--- config.mk ---
export PLATFORM = sky130hd
export DESIGN_NAME = h2o_accum
export DESIGN_NICKNAME = d
export VERILOG_FILES = /design/src/rtl/h2o_accum.sv
export SDC_FILE = /design/constraint.sdc
export NUM_CORES = 1
export LEC_CHECK = 0
export ABC_AREA = 1
export CAP_MARGIN = 40
export CORE_MARGIN = 2
export CORE_UTILIZATION = 58
export DETAILED_ROUTE_END_ITERATION = 12
export GPL_ROUTABILITY_DRIVEN = 0
export HOLD_SLACK_MARGIN = 0.05
export PLACE_DENSITY = 0.83
export SLEW_MARGIN = 30
export SYNTH_ARGS = -nofsm -noshare
export SYNTH_HDL_FRONTEND = slang
export SYNTH_SLANG_ARGS = --single-unit
--- constraint.sdc ---
create_clock -name clk -period 3.4 [get_ports clk]
set_clock_uncertainty 0.1 [all_clocks]
set_input_delay 0.85 -clock clk [delete_from_list [all_inputs] [get_ports clk]]
set_output_delay 0.85 -clock clk [all_outputs]
set_load 0.005 [all_outputs]
--- src/rtl/h2o_accum.sv ---
// h2o_accum: sums N_TERMS Q16.15 hidden-to-output products plus a bias and
// emits one saturated pre-activation per vector on a valid/ready interface.
`default_nettype none

module h2o_accum #(
  parameter int                        N_TERMS = 20,
  parameter int                        DATA_W  = 32,
  parameter int                        ACC_W   = 40,
  parameter logic signed [DATA_W-1:0]  BIAS    = '0
) (
  input  logic                     clk,
  input  logic                     rst_n,
  input  logic                     in_valid,
  output logic                     in_ready,
  input  logic signed [DATA_W-1:0] in_data,
  input  logic                     in_last,
  output logic                     y_valid,
  input  logic                     y_ready,
  output logic signed [DATA_W-1:0] y_data,
  output logic                     y_sat,
  output logic                     y_err_len,
  output logic                     busy
);

  localparam int CNT_W = $clog2(N_TERMS);

  localparam logic [0:0] ST_ACC  = 1'b0;
  localparam logic [0:0] ST_HOLD = 1'b1;

  localparam logic [CNT_W-1:0]        CNT_LAST = CNT_W'(N_TERMS - 1);
  localparam logic signed [ACC_W-1:0] ACC_INIT = ACC_W'(BIAS);
  localparam logic signed [ACC_W-1:0] SAT_MAX  = ACC_W'({1'b0, {(DATA_W-1){1'b1}}});
  localparam logic signed [ACC_W-1:0] SAT_MIN  = ~SAT_MAX;

  logic [0:0]               state_q, state_d;
  logic signed [ACC_W-1:0]  acc_q, acc_d;
  logic [CNT_W-1:0]         cnt_q, cnt_d;
  logic                     in_ready_q, in_ready_d;
  logic signed [DATA_W-1:0] y_data_q, y_data_d;
  logic                     y_sat_q, y_sat_d;
  logic                     y_err_q, y_err_d;

  logic signed [ACC_W-1:0]  in_ext;
  logic signed [ACC_W-1:0]  sum;
  logic                     accept;
  logic                     cnt_at_last;

  assign in_ext      = ACC_W'(in_data);
  assign sum         = acc_q + in_ext;
  assign accept      = in_valid & in_ready_q;
  assign cnt_at_last = (cnt_q == CNT_LAST);

  always_comb begin
    state_d  = state_q;
    acc_d    = acc_q;
    cnt_d    = cnt_q;
    y_data_d = y_data_q;
    y_sat_d  = y_sat_q;
    y_err_d  = y_err_q;

    case (state_q)
      ST_ACC: begin
        if (accept) begin
          if (in_last || cnt_at_last) begin
            // Accumulator is wide enough never to wrap; clip only here.
            if (sum > SAT_MAX) begin
              y_data_d = SAT_MAX[DATA_W-1:0];
              y_sat_d  = 1'b1;
            end else if (sum < SAT_MIN) begin
              y_data_d = SAT_MIN[DATA_W-1:0];
              y_sat_d  = 1'b1;
            end else begin
              y_data_d = sum[DATA_W-1:0];
              y_sat_d  = 1'b0;
            end
            y_err_d = in_last ^ cnt_at_last;
            acc_d   = ACC_INIT;
            cnt_d   = '0;
            state_d = ST_HOLD;
          end else begin
            acc_d = sum;
            cnt_d = cnt_q + 1'b1;
          end
        end
      end
      default: begin
        if (y_ready) begin
          state_d = ST_ACC;
        end
      end
    endcase

    // Registered so in_ready is low straight out of reset and for one bubble after each result.
    in_ready_d = (state_d == ST_ACC);
  end

  always_ff @(posedge clk or negedge rst_n) begin
    if (!rst_n) begin
      state_q    <= ST_ACC;
      acc_q      <= ACC_INIT;
      cnt_q      <= '0;
      in_ready_q <= 1'b0;
      y_data_q   <= '0;
      y_sat_q    <= 1'b0;
      y_err_q    <= 1'b0;
    end else begin
      state_q    <= state_d;
      acc_q      <= acc_d;
      cnt_q      <= cnt_d;
      in_ready_q <= in_ready_d;
      y_data_q   <= y_data_d;
      y_sat_q    <= y_sat_d;
      y_err_q    <= y_err_d;
    end
  end

  assign in_ready  = in_ready_q;
  assign y_valid   = (state_q == ST_HOLD);
  assign y_data    = y_data_q;
  assign y_sat     = y_sat_q;
  assign y_err_len = y_err_q;
  assign busy      = (cnt_q != '0) | y_valid;

endmodule

`default_nettype wire

==> results of run 1 <==
metal layers:
layer / routed length, um / vias to the layer above / part of all wire [%]
met5: 0 / - / 0
met4: 711 / 0 / 3.7
met3: 1298 / 52 / 6.8
met2: 8947 / 306 / 47
met1: 8023 / 3296 / 42
li1: - / 3466 / -
cells in the mapped netlist, drive strengths merged:
cell type	number	share of area, %
o31ai	1	0.12
a31oi	6	0.58
buf	9	1.3
a41oi	1	0.14
a21oi	39	3.0
nand3	67	5.4
xor2	18	2.6
nand3b	1	0.12
fa	1	0.31
and3	3	0.29
nand4	3	0.29
nand2	481	28
o21bai	3	0.35
a21o	1	0.12
xnor2	12	1.6
nor2	62	3.8
or2	2	0.19
o21a	2	0.23
ha	42	8.1
o21ai	28	2.2
inv	132	7.7
dfrtp	81	31
clkbuf	16	0.93
nor3	6	0.62
and2	2	0.19
repair_timing:
item,CTS,global route
hold buffers,0,0
setup endpoints to repair,0,32
resized for setup,0,75
buffers inserted,0,2
worst max path at each step:
| stage | start | depth (start not counted) | to | slack (ps) |
|---|---|---|---|---|
| 5_1_grt | in_data[15] | 20 | y_data[4] | -100 |
| 2_1_floorplan | in_data[0] | 18 | y_data[19] | 410 |
| 4_1_cts | in_data[31] | 18 | y_data[22] | 70 |
| 3_5_place_dp | in_data[0] | 19 | y_data[6] | -310 |
| 3_3_place_gp | in_data[0] | 19 | y_data[29] | -270 |
| 6_report | in_data[11] | 20 | y_data[4] | 50 |
logic make-up (layout without fill, tap and decap cells):
group | Yosys count | count (layout) | synth area share, %
and+or+nand+nor | 627 | 627 | 39.29
adders and majority gates | 43 | 43 | 8.459
DFF | 81 | 81 | 31.43
buffers and inverters | 157 | 319 | 9.895
AOI/OAI and AO/OA | 81 | 81 | 6.733
xor gates and xnor gates | 30 | 30 | 4.191
flip-flops by register name, indices dropped and copies added (netlist names):
signal	flops
acc_q	40
y_data	32
cnt_q	5
in_ready	1
y_err_len	1
y_sat	1
y_valid	1
power breakdown:
part	switching, mW	leakage [nW]	internal [mW]
clock network	0.411	0.0988	0.352
registers	0.299	1.03	1.40
logic	3.28	3.61	2.84
through the flow:
step	setup slack (ps)	hold slack (ps)	std cells
6_report	52.29	386.8	1321
5_1_grt	-98.96	409.6	1321
4_1_cts	73.02	389.3	1316
3_5_place_dp	-311.2	364.0	1300
3_3_place_gp	-271.4	362.2	1300
2_1_floorplan	407.5	353.1	1019
worst max-delay path, stage by stage:
cell and delay [ps]:
clkdlybuf4s50_1 520, ha_4 340, nand2_1 100, nor2_1 200
nand2_1 70, nor2_1 100, nand2_1 70, nand3_2 110
nand2_2 80, nand2_1 80, nand2_1 50, nand2_1 110
nand3_1 90, nor2_1 100, nand2_1 100, nand2_4 180
clkbuf_16 190, nand2_1 60, nand2_1 60, nand2_1 60
final cells by class:
cell class,count,area [um^2]
multi-input combinational,781,4168
fill,721,2188
sequential,81,2027
timing repair buffer,171,1580
inverter,132,495.5
tap,140,175.2
clock buffer,9,123.9
clock inverter,7,82.58
==> summary.txt, run 1 <==
Run status
  – Status: complete, no violations

Die
  – Die Ht: between 100 and 150 um
  – Boundary Pins: 74
  – Die footprint: 11980 um^2
  – Die Wd: roughly 110 um
  – Core area: between 10000 and 15000 um^2
  – Row count: 38
  – Starting Density: 59.49%

Critical path
  – Data required, critical path: approximately 3600 ps
  – CP Capture Type: flop
  – FF-to-FF Start: acc_q[0]
  – Reg2Reg Capture Point: y_data[4]
  – WS Path Type: in -> reg
  – Worst R2R Path Depth: 18
  – Critical path fanouts, max: 8
  – Critical Path AT: 3520 ps
  – Crit path launch type: primary input
  – R2r setup slk: roughly 550 ps

Route
  – Vias: between 7k and 8k
  – Iter 0 DRT Violations: 670
  – Drt wl/cell: 14.37 um
  – Post-Route WL: ~19000 um
  – ANT nets after route: 0
  – 1st-pass router iterations: 7
  – Vias per inst: about 5.4
  – Detailed-route DRC error count: 0

Worst hold path
  – Hold Crit Endpoint: y_data[29]
  – Min-delay src: y_data[29]
  – Hold depth: 2
  – Hold WC Path Type: reg -> reg

Timing
  – Slew margin rel.: 50.04%
  – Final Hold Viols: 0
  – TNS Setup: 0 ps
  – Actual slew at the worst max-slew pin: 749.5 ps
  – Post-layout min period: 3348 ps
  – Crit share post-route: 98.46%
  – Fin. max-slew vios: 0
  – Endpoints failing setup: 0
  – Top achievable clock speed: 298.7 MHz

Cells and area
  – Antenna cells: 0
  – Synth-to-Final Area Change: 34.17%
  – Nets: roughly 1.3k
  – Most frequent cells in the layout: 458 x nand2_1, 127 x inv_1, 91 x buf_4
  – Layout Utilization: 79.81%
  – Commonest non-fill, non-tap cell in the layout: nand2_1
  – Ratio of cells with drive above 1 in the final layout: 17.10%
  – Post-route cell area: 8652 um^2

Logic synthesis
  – Synth Instances: between 1k and 1.5k
  – Seq/Total Area, Yosys: 31.43%
  – Synthesized area: around 6400 um^2
  – Yosys Warn Count: 0
  – Netlist cell types: 35
  – Synthesis-stage register bit count: slightly above 80
  – Syn avg cell area: 6.328 um^2
  – Mapped Nets: 1099

Global route
  – Met2 usage: 50.49%
  – Initial antenna violation count: 0
  – Overall Global Routing Usage: ~30%
  – Largest net degree at the start of global routing: 82
  – Vias in the first global route: 6378
  – First-pass GRT wire length: about 29000 um
  – Grt peak-use layer: met2
  – Grt met1 use: 39.84%
  – GRT overflow: 0
  – Grt met3 use: between 4 and 5%

CTS
  – Root buffer cell: clkbuf_8
  – CTS tree: done
  – H-tree depth: 3
  – Clock sink total: 81
  – CTS buffer count: 9
  – CTS max path bufs: 2
  – Clock latency on the worst-skew pair: ~380 ps
  – Reg clk slew, reported paths: 100 ps

Pwr
  – Power, Total: 8.585 mW
  – Static leakage power: about 4.7 nW
  – Pwr per Cell Area: 992.2 nW/um^2
  – Maximum VDD drop: 0.5761 mV

Place
  – Post-Place Cell Area: 7964 um^2
  – Hpwl dp: between 10000 and 15000 um
  – PortBufs: 73

Run
  – Max cap viols: 0
(Power assumes the default switching activity.)
==> inputs of run 2 (changes only) <==
--- a/config.mk
+++ b/config.mk
@@ -13,6 +13,7 @@
 export GPL_ROUTABILITY_DRIVEN = 0
 export HOLD_SLACK_MARGIN = 0.05
 export PLACE_DENSITY = 0.83
+export RECOVER_POWER = 25
 export SLEW_MARGIN = 30
 export SYNTH_ARGS = -nofsm -noshare
 export SYNTH_HDL_FRONTEND = slang
==> run 2 against run 1 <==
Compared with the run above: the flow now finishes with violations (capacitance limit, slew limit); routed wire length hardly changed; first-iteration DRC count stayed put; power hardly changed; hold slack stayed put; utilization is 0.058 points lower; clock power hardly changed; highest routed layer unchanged; non-clock buffer count stayed put; critical path type unchanged; sequential power hardly changed; cell count stayed put; via count hardly changed.
==> summary.txt, run 2 (synthesized netlist as in run 1, its figures left out) <==
Route
  – Drt wl/cell: 14.37 um (about the same)
  – Detailed-route DRC error count: 0 (unchanged)
  – Post-Route WL: 18990 um (was 18980 um)
  – Iter 0 DRT Violations: 670 (unchanged)
  – Vias: 7119 (was 7120)
  – ANT nets after route: 0 (unchanged)
  – Vias per inst: 5.389 (was 5.390)
  – 1st-pass router iterations: 7 (unchanged)

Timing
  – Actual slew at the worst max-slew pin: 2033 ps (was 749.5 ps)
  – Top achievable clock speed: 299.3 MHz (was 298.7 MHz)
  – Slew margin rel.: -35.53% (was 50.04%)
  – Post-layout min period: 3341 ps (was 3348 ps)
  – Final Hold Viols: 0 (unchanged)
  – Fin. max-slew vios: 82 (was 0)
  – Endpoints failing setup: 0 (unchanged)
  – Crit share post-route: 98.26% (was 98.46%)
  – Worst Setup Slack, final: 59.14 ps (was 52.29 ps)
  – Hold_ws: 386.8 ps (unchanged)

Critical path
  – Worst-path cell chain: clkdlybuf4s50_1 -> ha_4 -> nand2_1 -> nor2_1 -> nand2_1 -> nor2_1 -> nand2_1 -> nand3_2 -> nand2_2 -> nand2_1 -> nand2_1 -> nand2_1 -> nand3_1 -> nor2_1 -> nand2_1 -> nand2_4 -> clkbuf_16 -> nand2_1 -> nand2_1 -> nand2_1 (unchanged)
  – FF-to-FF Start: acc_q[0] (unchanged)
  – CP bufs+invs: 2 (unchanged)
  – Worst R2R Path Depth: 18 (unchanged)
  – Crit path launch type: primary input (unchanged)
  – Critical path's slowest cell: clkdlybuf4s50_1 (unchanged)
  – Most frequent CP cell: nand2_1 (unchanged)
  – Critical Path AT: 3510 ps (was 3520 ps)
  – Critical path fanouts, max: 8 (unchanged)
  – R2r setup slk: 550 ps (about the same)
  – Data required, critical path: 3570 ps (about the same)
  – CP delay by family, top: simple AND/OR/NAND/NOR gates (unchanged)
  – Slowest stage delay, CP: 520 ps (about the same)
  – Reg2Reg Capture Point: y_data[4] (unchanged)
  – WS Path Type: in -> reg (unchanged)
  – CP Capture Type: flop (unchanged)

CTS
  – H-tree depth: 3 (unchanged)
  – Number of hold buffers added after CTS: 0 (unchanged)
  – CTS tree: done (unchanged)
  – Reg clk slew, reported paths: 100 ps (about the same)
  – Root buffer cell: clkbuf_8 (unchanged)
  – CTS buffer count: 9 (unchanged)
  – Clock latency on the worst-skew pair: 380 ps (about the same)
  – CTS max path bufs: 2 (unchanged)
  – Clock sink total: 81 (unchanged)

Place
  – PortBufs: 73 (unchanged)
  – DP Cell Count: 1300 (unchanged)
  – Hpwl dp: 13310 um (unchanged)
  – Worst slack at placement: -311.2 ps (unchanged)
  – Post-Place Cell Area: 7964 um^2 (unchanged)

Cells and area
  – Largest register FFs: 40 (unchanged)
  – Number of fill cells: 721 (unchanged)
  – Most frequent cells in the layout: 458 x nand2_1, 127 x inv_1, 91 x buf_4 (unchanged)
  – Nets: 1256 (unchanged)
  – Ratio of cells with drive above 1 in the final layout: 17.10% (unchanged)
  – Antenna cells: 0 (unchanged)
  – Commonest non-fill, non-tap cell in the layout: nand2_1 (unchanged)
  – Layout Cells excl Fill: 1321 (unchanged)
  – Top reg by flops: acc_q (unchanged)
  – Post-route cell area: 8646 um^2 (was 8652 um^2)
  – Synth-to-Final Area Change: 34.07% (was 34.17%)

Die
  – Boundary Pins: 74 (unchanged)
  – Core area: 10840 um^2 (unchanged)
  – Die footprint: 11980 um^2 (unchanged)
  – Row count: 38 (unchanged)
  – Die Wd: 109.4 um (unchanged)
  – Die Ht: 109.4 um (unchanged)
  – Starting Density: 59.49% (unchanged)

Pwr
  – Maximum VDD drop: 0.5766 mV (was 0.5761 mV)
  – Pwr per Cell Area: 992.9 nW/um^2 (was 992.2 nW/um^2)
  – Power, Total: 8.585 mW (about the same)
  – Static leakage power: 4.738 nW (was 4.740 nW)

Worst hold path
  – Min-delay src: y_data[29] (unchanged)
  – Hold WC Path Type: reg -> reg (unchanged)
  – Hold Crit Endpoint: y_data[29] (unchanged)
  – Hold depth: 2 (unchanged)

Global route
  – Overall Global Routing Usage: 30.22% (unchanged)
  – First-pass GRT wire length: 28630 um (unchanged)
  – Initial antenna violation count: 0 (unchanged)
  – Vias in the first global route: 6378 (unchanged)
  – GRT overflow: 0 (unchanged)
  – Largest net degree at the start of global routing: 82 (unchanged)

Run status
  – Failing checks: capacitance limit, slew limit
  – Status: complete, but fails checks (was complete, no violations)

Run
  – Max cap viols: 1 (was 0)
## run 2: cell types whose count changed in the layout (fill, tap and decap cells not counted), sizes merged
cell,previous run,this run
buf,96,95
clkbuf,12,13
## run 2: worst max-delay path by stage
stage,startpoint,to,slack (ps),depth (start not counted)
finish,in_data[11],y_data[4],60,20
detailed placement,in_data[0],y_data[6],-310,19
global placement,in_data[0],y_data[29],-270,19
global route,in_data[15],y_data[4],-100,20
CTS,in_data[31],y_data[22],70,18
floorplan,in_data[0],y_data[19],410,18
## run 2: report_power, final
part / internal [mW] / total [mW] / switching, mW
Sequential: 1.40 / 1.70 / 0.299
Clock: 0.352 / 0.764 / 0.411
Combinational: 2.84 / 6.12 / 3.28
## run 2: layout make-up
type / instances / area, um^2 / area share (%)
well taps: 140 / 175.2 / 2.026
clock inverters: 7 / 82.58 / 0.9551
inverters: 132 / 495.5 / 5.731
multi-input cells: 781 / 4168 / 48.21
flip-flops and latches: 81 / 2027 / 23.44
repair buffers: 171 / 1574 / 18.21
clock buffers: 9 / 123.9 / 1.433
## run 2: metal layers
metal,global-route usage (%),wire (um),up-vias
li1,-,-,3466
met1,39.84,8032,3295
met2,50.49,8944,306
met3,4.209,1298,52
met4,11.21,711,0
met5,0,0,-
## run 2: stage by stage
stage	util, %	TNS (ps)
after detailed placement	73.46	-9223
after floorplan	-	0
after global routing	79.76	-1680
final	79.76	0
after global placement	73.43	-8443
after CTS	75.37	0
## run 2: timing repair
item,in CTS,in global routing
setup buffers,0,2
gates resized for setup,0,75
endpoints found under the setup margin,0,32
## run 2: worst min-delay path, delay by kind of cell, from the launching register on
kind / cells / cell delay [ps]
AND/OR/NAND/NOR: 2 / 110
flip-flops: 1 / 350
